### src/rtl/int_sched.sv
// Interrupt/trap entry and return sequencer: arbitrates program trap vs external irqs,
// stalls and drains the pipe, captures SRR0, redirects to the vector, tracks handler residency.
// Latency: request edge -> redirect two cycles later when the pipe is already empty; pipe_stall holds fetch/issue.
//
// Ports:
//   clk, reset          : clock, asynchronous active-low reset
//   irq_req/irq_mask/ee : level-sensitive external requests, per-line enable, global enable
//   trap_hit/trap_pc    : program interrupt from the trap unit and its faulting address
//   pipe_pc/pipe_empty  : next-to-commit address and drain status from the pipeline
//   rfi                 : return-from-interrupt commit pulse
//   pipe_stall, redirect/redirect_pc, srr0, cause, irq_ack, en_int, in_handler : outputs
module int_sched #(
    parameter int unsigned          N_SRC     = 4,
    parameter int unsigned          PC_W      = 30,
    parameter logic [PC_W-1:0]      VEC_BASE  = 'h40,
    parameter int unsigned          VEC_SHIFT = 3
) (
    input  logic                clk,
    input  logic                reset,
    input  logic [N_SRC-1:0]    irq_req,
    input  logic [N_SRC-1:0]    irq_mask,
    input  logic                ee,
    input  logic                trap_hit,
    input  logic [PC_W-1:0]     trap_pc,
    input  logic [PC_W-1:0]     pipe_pc,
    input  logic                pipe_empty,
    input  logic                rfi,
    output logic                pipe_stall,
    output logic                redirect,
    output logic [PC_W-1:0]     redirect_pc,
    output logic [PC_W-1:0]     srr0,
    output logic [3:0]          cause,
    output logic [N_SRC-1:0]    irq_ack,
    output logic                en_int,
    output logic                in_handler
);

    typedef enum logic [2:0] {
        S_IDLE    = 3'd0,
        S_DRAIN   = 3'd1,
        S_ENTER   = 3'd2,
        S_HANDLER = 3'd3,
        S_RETURN  = 3'd4
    } state_t;

    state_t             state_q, state_d;
    logic [3:0]         cause_q, cause_d;
    logic [PC_W-1:0]    srr0_q,  srr0_d;

    logic [N_SRC-1:0]   pend;
    logic [3:0]         pend_cause;
    logic [PC_W-1:0]    vec_pc;

    // Enabled, globally-gated requests; only consulted while idle.
    assign pend = irq_req & irq_mask & {N_SRC{ee}};

    // Lowest-numbered pending line wins: scanning downward lets the lowest
    // index overwrite any higher one found earlier in the loop.
    always_comb begin
        pend_cause = 4'd0;
        for (int i = N_SRC - 1; i >= 0; i--) begin
            if (pend[i]) begin
                pend_cause = 4'(i + 1);
            end
        end
    end

    // Vector address wraps modulo 2^PC_W by construction of the PC_W-wide sum.
    assign vec_pc = VEC_BASE + (PC_W'(cause_q) << VEC_SHIFT);

    // Next-state and captured-context logic.
    always_comb begin
        state_d = state_q;
        cause_d = cause_q;
        srr0_d  = srr0_q;
        unique case (state_q)
            S_IDLE: begin
                // The program interrupt has priority; a level irq that loses
                // is simply retaken once the handler returns.
                if (trap_hit) begin
                    cause_d = 4'd0;
                    srr0_d  = trap_pc;
                    state_d = S_DRAIN;
                end else if (|pend) begin
                    cause_d = pend_cause;
                    state_d = S_DRAIN;
                end
            end
            S_DRAIN: begin
                // Cause is already latched, so a request dropping here does
                // not cancel entry. For irqs the return point is the first
                // uncommitted instruction once the pipe has drained.
                if (pipe_empty) begin
                    if (cause_q != 4'd0) begin
                        srr0_d = pipe_pc;
                    end
                    state_d = S_ENTER;
                end
            end
            S_ENTER: begin
                state_d = S_HANDLER;
            end
            S_HANDLER: begin
                // No nesting: new requests and traps are not looked at here.
                if (rfi) begin
                    state_d = S_RETURN;
                end
            end
            S_RETURN: begin
                state_d = S_IDLE;
            end
            default: begin
                state_d = S_IDLE;
            end
        endcase
    end

    always_ff @(posedge clk or negedge reset) begin
        if (!reset) begin
            state_q <= S_IDLE;
            cause_q <= 4'd0;
            srr0_q  <= '0;
        end else begin
            state_q <= state_d;
            cause_q <= cause_d;
            srr0_q  <= srr0_d;
        end
    end

    // Outputs are pure decodes of registered state, so they are glitch-free
    // relative to the clock and redirect_pc is stable for the whole redirect cycle.
    always_comb begin
        pipe_stall  = 1'b0;
        redirect    = 1'b0;
        redirect_pc = '0;
        en_int      = 1'b0;
        in_handler  = 1'b0;
        irq_ack     = '0;
        unique case (state_q)
            S_IDLE: begin
                en_int = 1'b1;
            end
            S_DRAIN: begin
                pipe_stall = 1'b1;
            end
            S_ENTER: begin
                pipe_stall  = 1'b1;
                redirect    = 1'b1;
                redirect_pc = vec_pc;
                // Cause 0 is the program interrupt, which has no line to ack.
                for (int i = 0; i < N_SRC; i++) begin
                    irq_ack[i] = (cause_q == 4'(i + 1));
                end
            end
            S_HANDLER: begin
                in_handler = 1'b1;
            end
            S_RETURN: begin
                pipe_stall  = 1'b1;
                redirect    = 1'b1;
                redirect_pc = srr0_q;
            end
            default: begin
                en_int = 1'b0;
            end
        endcase
    end

    assign srr0  = srr0_q;
    assign cause = cause_q;

endmodule

### config.mk
export PLATFORM = sky130hd
export DESIGN_NAME = int_sched
export DESIGN_NICKNAME = d
export VERILOG_FILES = /design/src/rtl/int_sched.sv
export SDC_FILE = /design/constraint.sdc
export NUM_CORES = 1
export LEC_CHECK = 0
export BUFFER_PORTS_ARGS = -buffer_cell sky130_fd_sc_hd__clkbuf_2
export CORE_ASPECT_RATIO = 0.8
export CORE_UTILIZATION = 42
export CTS_CLUSTER_SIZE = 28
export DETAILED_ROUTE_END_ITERATION = 10
export PLACE_DENSITY = 0.8
export SLEW_MARGIN = 10
export SYNTH_ARGS = -nofsm -noshare
export SYNTH_HDL_FRONTEND = slang
export SYNTH_SLANG_ARGS = --single-unit
### constraint.sdc
create_clock -name clk -period 2 [get_ports clk]
set_input_delay 0.1 -clock clk [delete_from_list [all_inputs] [get_ports clk]]
set_output_delay 0.1 -clock clk [all_outputs]
set_load 0.005 [all_outputs]
==> impl_metrics.yaml <==
status:
  outcome: "complete, no violations"
routing:
  drt_iter0_drc: 110
  viasPerCell: 4.83
  wl_um: 5270
  first_pass_iters: 4
  drc: 0
  routedWlPerCell_um: 12.2
  ant_nets: 0
  vias: 2087
setup_path:
  critPathKind: "reg -> out"
  path_common_cell: "buf_4"
  end_kind: "primary output"
  worstReg2RegStart: "cause[0]"
  arrival_ps: 1700
  max_stage_delay_ps: 400
  critPathMaxFanout: 22
  cp_slowest_cell: "dfrtp_2"
  critPathLaunchType: "register"
  required_ps: 1900
  cp-startpoint: "state_q[0]"
  path_cells: "buf_4 -> nor3b_2 -> buf_4 -> or2_2 -> clkbuf_2"
synthesis:
  netlist_instances: 227
  synth_nets: 301
  synth-seq-cells: 36
  synth.distinct_cells: 35
  yosysSeqAreaShare_pct: 40.8
  syn_area_per_cell_um2: 9.72
  ys_warn_count: 0
  netlist_area_mm2: 0.00221
clocking:
  clk_pin_slew_worst_paths_ps: 70
  clock_path_buffers: 2
  postCtsSetupRepairBufs: 0
  clock_latency_ps: 280
  cts_buffers: 5
  cts_tree: "done"
  clkSinkCount: 36
  htree_levels: 2
  root_buffer: "clkbuf_8"
timing:
  drv_slew: 0
  min_period_ps: 1800
  fin_worst_skew_ps: 7.37
  hold_viol_final: 0
  fmax_ghz: 0.555
  setup_viol: 0
  fin_crit_sh_pct: 90.1
  fin_setup_tns_ps: 0
  setup_ws_ps: 198
  rsz0062_at_grt: "no"
min_path:
  hold_start: "trap_hit"
  hp-class: "in -> reg"
cells_and_area:
  num-nets-final: 443
  syn_to_final_growth_pct: 38.9
  drive_above_1_share_pct: 52.4
  fin_util_pct: 60.8
  n_antenna_cell: 0
  instances_no_fill: 432
floorplan:
  num_rows: 23
  core_area_mm2: 0.00504
  die_x_um: 83.0
  die_h_um: 66.8
  die_area_mm2: 0.00555
  num_io_pins: 146
  start_util_pct: 43.8
placement:
  io_buffers: 144
  dp.cells: 423
  place_congestion: 0.734
  dp_worst_setup_slack_ps: 387
  dp_hpwl_um: 4110
global_routing:
  grt_pass1_vias: 1869
  grt_antenna_before_repair: 0
  gr-total-overflow: 0
  grt_max_degree: 39
  grt_pass1_wl_um: 8490
  grt.total_usage_pct: 19.4
pwr:
  vdd.ir_drop.worst_uv: 656
  powerDensity_mw_per_mm2: 1380
  leakagePower_nw: 1.62
flow_run:
  max-cap-violations: 0
[timing repair]
item | in CTS | in global routing
endpoints found under the setup margin | 0 | 1
hold buffers | 1 | 0
endpoints found under the hold margin | 36 | 0
gates resized for setup | 0 | 1
[Yosys cell counts]
master | instances | area [um2]
o21a_1 | 1 | 7.51
a32oi_1 | 1 | 8.76
a211oi_1 | 1 | 7.51
buf_2 | 4 | 20.0
buf_4 | 3 | 22.5
nand3b_1 | 1 | 7.51
dfrtp_1 | 36 | 901
a22o_1 | 4 | 35.0
o311ai_2 | 1 | 16.3
mux2i_1 | 30 | 300
conb_1 | 1 | 3.75
and3b_1 | 1 | 8.76
nor3_1 | 5 | 25.0
and3_1 | 1 | 6.26
xor2_1 | 1 | 8.76
or3_1 | 2 | 12.5
nand2b_1 | 4 | 25.0
buf_6 | 5 | 56.3
nor2_1 | 37 | 139
a32o_1 | 1 | 10.0
o21ai_0 | 3 | 15.0
a21oi_2 | 30 | 263
nand2_1 | 9 | 33.8
a31oi_1 | 1 | 6.26
a211oi_4 | 1 | 20.0
o21ai_1 | 2 | 10.0
inv_1 | 2 | 7.51
clkbuf_2 | 1 | 5.00
and2_1 | 26 | 163
a21oi_1 | 3 | 15.0
or2_2 | 1 | 6.26
nand3_1 | 2 | 10.0
clkbuf_1 | 4 | 15.0
nor3b_1 | 1 | 7.51
a21o_1 | 1 | 7.51
[critical path, delay by kind of cell, from the launching register on]
family,cells,cell delay (ps)
buffers and inverters,3,650
AND/OR/NAND/NOR,2,370
flip-flops,1,400
[where the power goes]
part | internal (W) | switching, W
Clock | 0.000370 | 0.000251
Sequential | 0.00109 | 0.000345
Combinational | 0.00103 | 0.00114
[sequential cells by signal, summed over array words and instances (netlist names)]
| register | count |
|---|---|
| state_q | 3 |
| srr0 | 30 |
| cause | 3 |
[layer usage]
| layer | global-route usage, % | vias to the layer above | share of wire, % |
|---|---|---|---|
| met3 | 4.58 | 2 | 6.4 |
| met4 | 4.53 | 0 | 0.36 |
| met1 | 25.1 | 943 | 44 |
| li1 | - | 1056 | - |
| met2 | 33.2 | 86 | 49 |
| met5 | 0 | - | 0 |
[final timing paths]
check                                   to  slack (ps)  cells after the start
min in group asynchronous          srr0[9]         400                      3
worst max-delay path              redirect         200                      5
worst min-delay path              cause[0]          90                      2
worst max register to register    srr0[20]         370                      5
max in group asynchronous       state_q[1]        1260                      3
worst min register to register    srr0[29]         540                      2
[per-stage QoR]
step	hold WS, ps	cell area, um2	power (W)
2_1_floorplan	-196	2210	0.00297
3_3_place_gp	166	2940	0.00359
3_5_place_dp	178	2940	0.00366
4_1_cts	86.1	3060	0.00430
5_1_grt	113	3060	0.00463
6_report	93.7	3060	0.00424
[cell usage in the layout, fill, tap and decap left out, types with 5 or more instances in the layout]
cell type / instances
mux2i_1: 30
dfrtp_1: 34
and2_1: 26
a21oi_2: 30
clkbuf_8: 5
buf_4: 7
nor2_1: 37
clkbuf_2: 144
nor3_1: 5
nand2_1: 9
[kinds of logic after synthesis]
family	after synthesis	synth area share [%]
other cells	1	0.170
flops	36	40.8
compound gates	50	19.1
mux	30	13.6
xor+xnor	1	0.397
simple gates	90	20.1
buf+inv	19	5.73
[layout make-up]
cell class	count	area, um2
Inverter	2	7.51
Timing Repair Buffer	152	783
Tap cell	62	77.6
Clock buffer	6	72.6
Fill cell	455	1970
Clock inverter	2	35.0
Sequential cell	36	903
Multi-Input combinational cell	172	1180
No activity file was read; power rests on OpenSTA's default activity.
